==> src/rtl/rom_stream_reader.sv <==
// Burst reader for an asynchronous-read byte ROM: walks base_addr..base_addr+length-1
// (wrapping modulo the address space) and streams bytes out over valid/ready.
module rom_stream_reader #(
  parameter int unsigned ADDR_WIDTH = 12,
  parameter int unsigned DATA_WIDTH = 8
) (
  input  logic                  clk,
  input  logic                  rst_n,
  input  logic                  start,
  input  logic                  abort,
  input  logic [ADDR_WIDTH-1:0] base_addr,
  input  logic [ADDR_WIDTH:0]   length,
  output logic [ADDR_WIDTH-1:0] rom_addr,
  input  logic [DATA_WIDTH-1:0] rom_data,
  output logic [DATA_WIDTH-1:0] out_data,
  output logic                  out_valid,
  input  logic                  out_ready,
  output logic                  out_last,
  output logic                  busy,
  output logic                  done
);

  localparam int unsigned CNT_W = ADDR_WIDTH + 1;

  typedef enum logic [1:0] {
    S_IDLE  = 2'd0,
    S_RUN   = 2'd1,
    S_DRAIN = 2'd2
  } state_e;

  state_e                state_q, state_d;
  logic [ADDR_WIDTH-1:0] rom_addr_q, rom_addr_d;
  logic [CNT_W-1:0]      count_q, count_d;
  logic [DATA_WIDTH-1:0] out_data_q, out_data_d;
  logic                  out_valid_q, out_valid_d;
  logic                  out_last_q, out_last_d;
  logic                  busy_q, busy_d;
  logic                  done_q, done_d;

  // Next-state logic: start/length capture, ROM load into the output register, drain and abort.
  always_comb begin
    state_d     = state_q;
    rom_addr_d  = rom_addr_q;
    count_d     = count_q;
    out_data_d  = out_data_q;
    out_valid_d = out_valid_q;
    out_last_d  = out_last_q;
    done_d      = 1'b0;

    case (state_q)
      S_IDLE: begin
        if (start) begin
          if (length != CNT_W'(0)) begin
            rom_addr_d = base_addr;
            count_d    = length;
            state_d    = S_RUN;
          end else begin
            done_d = 1'b1;
          end
        end
      end
      S_RUN: begin
        if (abort) begin
          out_valid_d = 1'b0;
          out_last_d  = 1'b0;
          state_d     = S_IDLE;
        end else if (!out_valid_q || out_ready) begin
          // Output register is empty or is being emptied at this edge.
          out_data_d  = rom_data;
          out_valid_d = 1'b1;
          out_last_d  = (count_q == CNT_W'(1));
          rom_addr_d  = rom_addr_q + ADDR_WIDTH'(1);
          count_d     = count_q - CNT_W'(1);
          if (count_q == CNT_W'(1)) begin
            state_d = S_DRAIN;
          end
        end
      end
      S_DRAIN: begin
        if (abort) begin
          out_valid_d = 1'b0;
          out_last_d  = 1'b0;
          state_d     = S_IDLE;
        end else if (out_valid_q && out_ready) begin
          out_valid_d = 1'b0;
          out_last_d  = 1'b0;
          done_d      = 1'b1;
          state_d     = S_IDLE;
        end
      end
      default: begin
        state_d = S_IDLE;
      end
    endcase

    busy_d = (state_d != S_IDLE);
  end

  // State and output registers.
  always_ff @(posedge clk or negedge rst_n) begin
    if (!rst_n) begin
      state_q     <= S_IDLE;
      rom_addr_q  <= '0;
      count_q     <= '0;
      out_data_q  <= '0;
      out_valid_q <= 1'b0;
      out_last_q  <= 1'b0;
      busy_q      <= 1'b0;
      done_q      <= 1'b0;
    end else begin
      state_q     <= state_d;
      rom_addr_q  <= rom_addr_d;
      count_q     <= count_d;
      out_data_q  <= out_data_d;
      out_valid_q <= out_valid_d;
      out_last_q  <= out_last_d;
      busy_q      <= busy_d;
      done_q      <= done_d;
    end
  end

  assign rom_addr  = rom_addr_q;
  assign out_data  = out_data_q;
  assign out_valid = out_valid_q;
  assign out_last  = out_last_q;
  assign busy      = busy_q;
  assign done      = done_q;

endmodule
==> config.mk <==
export PLATFORM = sky130hd
export DESIGN_NAME = rom_stream_reader
export DESIGN_NICKNAME = d
export VERILOG_FILES = /design/src/rtl/rom_stream_reader.sv
export SDC_FILE = /design/constraint.sdc
export NUM_CORES = 1
export LEC_CHECK = 0
export CORE_MARGIN = 8
export CORE_UTILIZATION = 53
export CTS_CLUSTER_DIAMETER = 150
export DETAILED_ROUTE_END_ITERATION = 8
export PLACE_DENSITY = 0.86
export SYNTH_ARGS = -nofsm -noshare
export SYNTH_HDL_FRONTEND = slang
export SYNTH_SLANG_ARGS = --single-unit
==> constraint.sdc <==
create_clock -name clk -period 2.9 [get_ports clk]
set_clock_uncertainty 0.1 [all_clocks]
set_input_delay 0.87 -clock clk [delete_from_list [all_inputs] [get_ports clk]]
set_output_delay 0.87 -clock clk [all_outputs]
set_load 0.05 [all_outputs]
==> results.txt, run 1 <==
The run finished with clean final reports. Summing the sequential cell areas from Yosys gives 40.1% of the chip area. The detailed router placed 2398 vias in this run. The run gives 4380 µm² as the floorplan core area. The placed instances occupy a cell area of 3130 µm².

After clock tree synthesis, the clock-pin slew on the worst setup and hold paths is 0.07 ns. The post-detailed-route count of antenna-violating nets came out at 0. The final-stage net count was 370. The synthesized design contains 39 register bits. For the net count of the mapped netlist, the log shows 307. Setup repair after global routing left no endpoint under its margin. TritonCTS built the clock tree. The area of all sequential standard cells was 976 µm². The tools report the number of violations of the max-capacitance limit as 0.

Entering global routing, the biggest net connects 40 pins. Adding up every negative setup slack in the final design gives 0 ns. Counting every sink on the clock net gives 39. The final count of hold timing violations is 0, and the area overhead of the layout relative to synthesis is 32.0%. In this run the static leakage power is 1.30 nW. The sum of overflow across all layers after global routing came out at 0.

The path with the worst hold slack has its endpoint at out_data[2]. The detailed-route wire length is 6920 µm, and the count of flip-flops with a built-in enable after synthesis is 0. The tools report the startpoint kind of the worst setup timing path as an input pin. The tools report the initial core utilization as 55.5%. In the final layout, the share of cells above drive strength 1 is 10.9%. Largest area contributor in the netlist: sky130_fd_sc_hd__dfrtp_1.

In this run the worst hold path is classified as flip-flop to flip-flop. The run gives 0 as the warning count from the yosys run. The number of buffers created by CTS is 5.

The async set or reset register ratio after synthesis was 100%; the arrival time at the worst endpoint was 2.67 ns. The count of endpoints failing setup in the final report came out at 0. Summing internal, switching and leakage power gives 0.00289 W.

After floorplanning, the core was divided into 24 placement rows. The first global-routing pass estimated 11500 µm of wire. Counting along the longest clock path gives a buffer depth of 2.

The number of antenna violations at the first check in global routing is 0. The H-tree generated during clock tree synthesis spans 2 levels. For this block, the initial DRC count from the detailed router was 121. The die outline width is 83.8 µm. The netlist uses 56 different library cells. Using the TritonRoute via totals, the vias-per-cell ratio works out to 6.29.

The launch instance of the worst register-to-register path was count_q[0]. At the end of routability-driven placement, the weighted congestion stood at 0.915. The die covers 7020 µm². The synthesized design devotes to its leading area cell type 40.1% of total area. In the routed design, unresolved DRC markers number 0. The maximum fanout encountered on the critical timing path was 17; the insertion delay of the later-clocked pin in the worst-skew pair was 0.30 ns. Summing every instance area after synthesis gives 2430 µm². Sorting the synthesized cells by area gives the leading types as sky130_fd_sc_hd__dfrtp_1, sky130_fd_sc_hd__nand2_1, sky130_fd_sc_hd__o221ai_1.

The tools report the final number of max-transition violations as 0. Port buffering added 61 buffers. For the number of setup buffers added after CTS, the log shows 0. Type of the setup path with the least slack: input pin to flip-flop. The transition time at the pin with the least slew margin is 0.896 ns, and the post-synthesis instance total is 266. The required time of the critical path came out at 2.94 ns. Leaving out fill and tap cells, the most frequent cell in the layout is sky130_fd_sc_hd__nand2_1. For the finished layout, the period the worst path requires is 2.63 ns.

For the worst flop-to-flop path, the logic depth is 6. The origin of the worst min-delay path is out_data[2]. In this run the vertical extent of the chip is 83.8 µm. The library cells used most frequently in the layout, excluding fill and tap cells, are sky130_fd_sc_hd__nand2_1, sky130_fd_sc_hd__clkdlybuf4s50_1, sky130_fd_sc_hd__dfrtp_1. The worst setup path is captured at a flip-flop. The run gives 40.3% as the worst slew slack as a fraction of its limit.

The tools report the detailed placement HPWL as 5080 µm. The final cycle utilization of the critical path is 90.6%, and the number of global-route vias before repair is 2381. The tools report the all-layer global routing usage as 19.4%. Clock tree synthesis selected as its root buffer the cell sky130_fd_sc_hd__clkbuf_8. For this run, the top clock speed supported by timing is 0.381 GHz. IR analysis of the VDD net gives a maximum drop of 0.000602 V.

The total iterations of the first detailed-routing run was 4; the cts-stage hold buffer count was 0. For this run, the leading register cell type out of synthesis is sky130_fd_sc_hd__dfrtp_1. The number of instances resized during post-cts repair was 0; the finished layout cell area was 3210 µm². The setup slack of the most critical reg-to-reg path was 0.89 ns; the footprint of the multi-input gates was 1360 µm².

The average footprint of a synthesized cell is 9.15 µm². The number of cells on the worst hold path is 2. 62 I/O pins were placed. Dividing the detail-routed wire length by the instance count gives 18.2 µm. Power spread over the standard cell area amounts to 899 nW/µm². The worst register-to-register path ends at count_q[10]. Fill cells in the final layout number 351. The antenna diode instance count was 0.
[synthesized netlist by cell type (5+ instances only)]
cell type	count
sky130_fd_sc_hd__nor2_1	11
sky130_fd_sc_hd__o221ai_2	6
sky130_fd_sc_hd__inv_1	5
sky130_fd_sc_hd__nand2_1	65
sky130_fd_sc_hd__o221ai_1	11
sky130_fd_sc_hd__dfrtp_1	39
sky130_fd_sc_hd__o211ai_1	11
sky130_fd_sc_hd__nand4_1	5
sky130_fd_sc_hd__a21oi_1	8
sky130_fd_sc_hd__buf_2	7
sky130_fd_sc_hd__nand3_1	16
[logic make-up (layout without fill, tap and decap cells)]
kind of cell	Yosys count	count (layout)	share of synthesized area (%)
AND/OR/NAND/NOR	133	133	28.5
AO/OA/AOI/OAI	69	69	24.2
flip-flops	39	39	40.1
buffers and inverters	19	82	4.22
adder cells (fa/ha/maj)	3	3	1.54
multiplexers	3	3	1.44
[stage by stage]
step,worst slack [ns],utilization [%],instances,hold WS [ns]
2_1_floorplan,0.743,-,266,0.431
3_3_place_gp,0.0382,71.3,374,0.357
3_5_place_dp,-0.0132,71.3,374,0.365
4_1_cts,0.277,73.3,381,0.382
5_1_grt,0.138,73.3,381,0.410
6_report,0.272,73.3,381,0.378
[worst max path at each step]
stage	start	to	slack, ns	cells after the start
3_5_place_dp	length[0]	count_q[10]	-0.01	5
4_1_cts	rom_addr[2]	rom_addr[2]	0.28	1
3_3_place_gp	length[0]	rom_addr[10]	0.04	5
5_1_grt	length[0]	rom_addr[10]	0.14	5
6_report	length[0]	rom_addr[3]	0.27	5
2_1_floorplan	length[6]	count_q[11]	0.74	5
[layout make-up]
| class | instances | area share, % |
|---|---|---|
| Sequential cell | 39 | 30.4 |
| Timing Repair Buffer | 70 | 22.1 |
| Clock inverter | 1 | 0.156 |
| Clock buffer | 6 | 2.57 |
| Multi-Input combinational cell | 208 | 42.2 |
| Tap cell | 52 | 2.02 |
| Inverter | 5 | 0.584 |
[metal layers]
metal,vias to the layer above,routed length [µm],global-route usage [%]
met5,-,0,0
met4,0,118,7.54
met3,10,478,4.79
met2,102,3460,32.1
met1,1160,2860,23.4
li1,1126,-,-
[critical path, stage by stage]
cell	delay [ns]
sky130_fd_sc_hd__clkdlybuf4s50_1	0.54
sky130_fd_sc_hd__nor4_4	0.08
sky130_fd_sc_hd__and4_1	0.25
sky130_fd_sc_hd__nor2_2	0.66
sky130_fd_sc_hd__o221ai_1	0.25
[where the power goes]
group          internal, W  switching (W)
Combinational     0.000574       0.000900
Sequential        0.000751       0.000286
Clock             0.000187       0.000190
Total              0.00151        0.00138
[sequential cells by signal (all words and copies together), names as in the netlist]
name,cells
busy,1
count_q,13
done,1
out_data,8
out_last,1
out_valid,1
rom_addr,12
state_q,2
No activity file was read; power rests on OpenSTA's default activity.
==> inputs of run 2 (changes only) <==
Settings changed: CAP_MARGIN from default to 20.
==> results of run 2 <==
The final DEF is identical to that of run 1; final timing and power are the same.
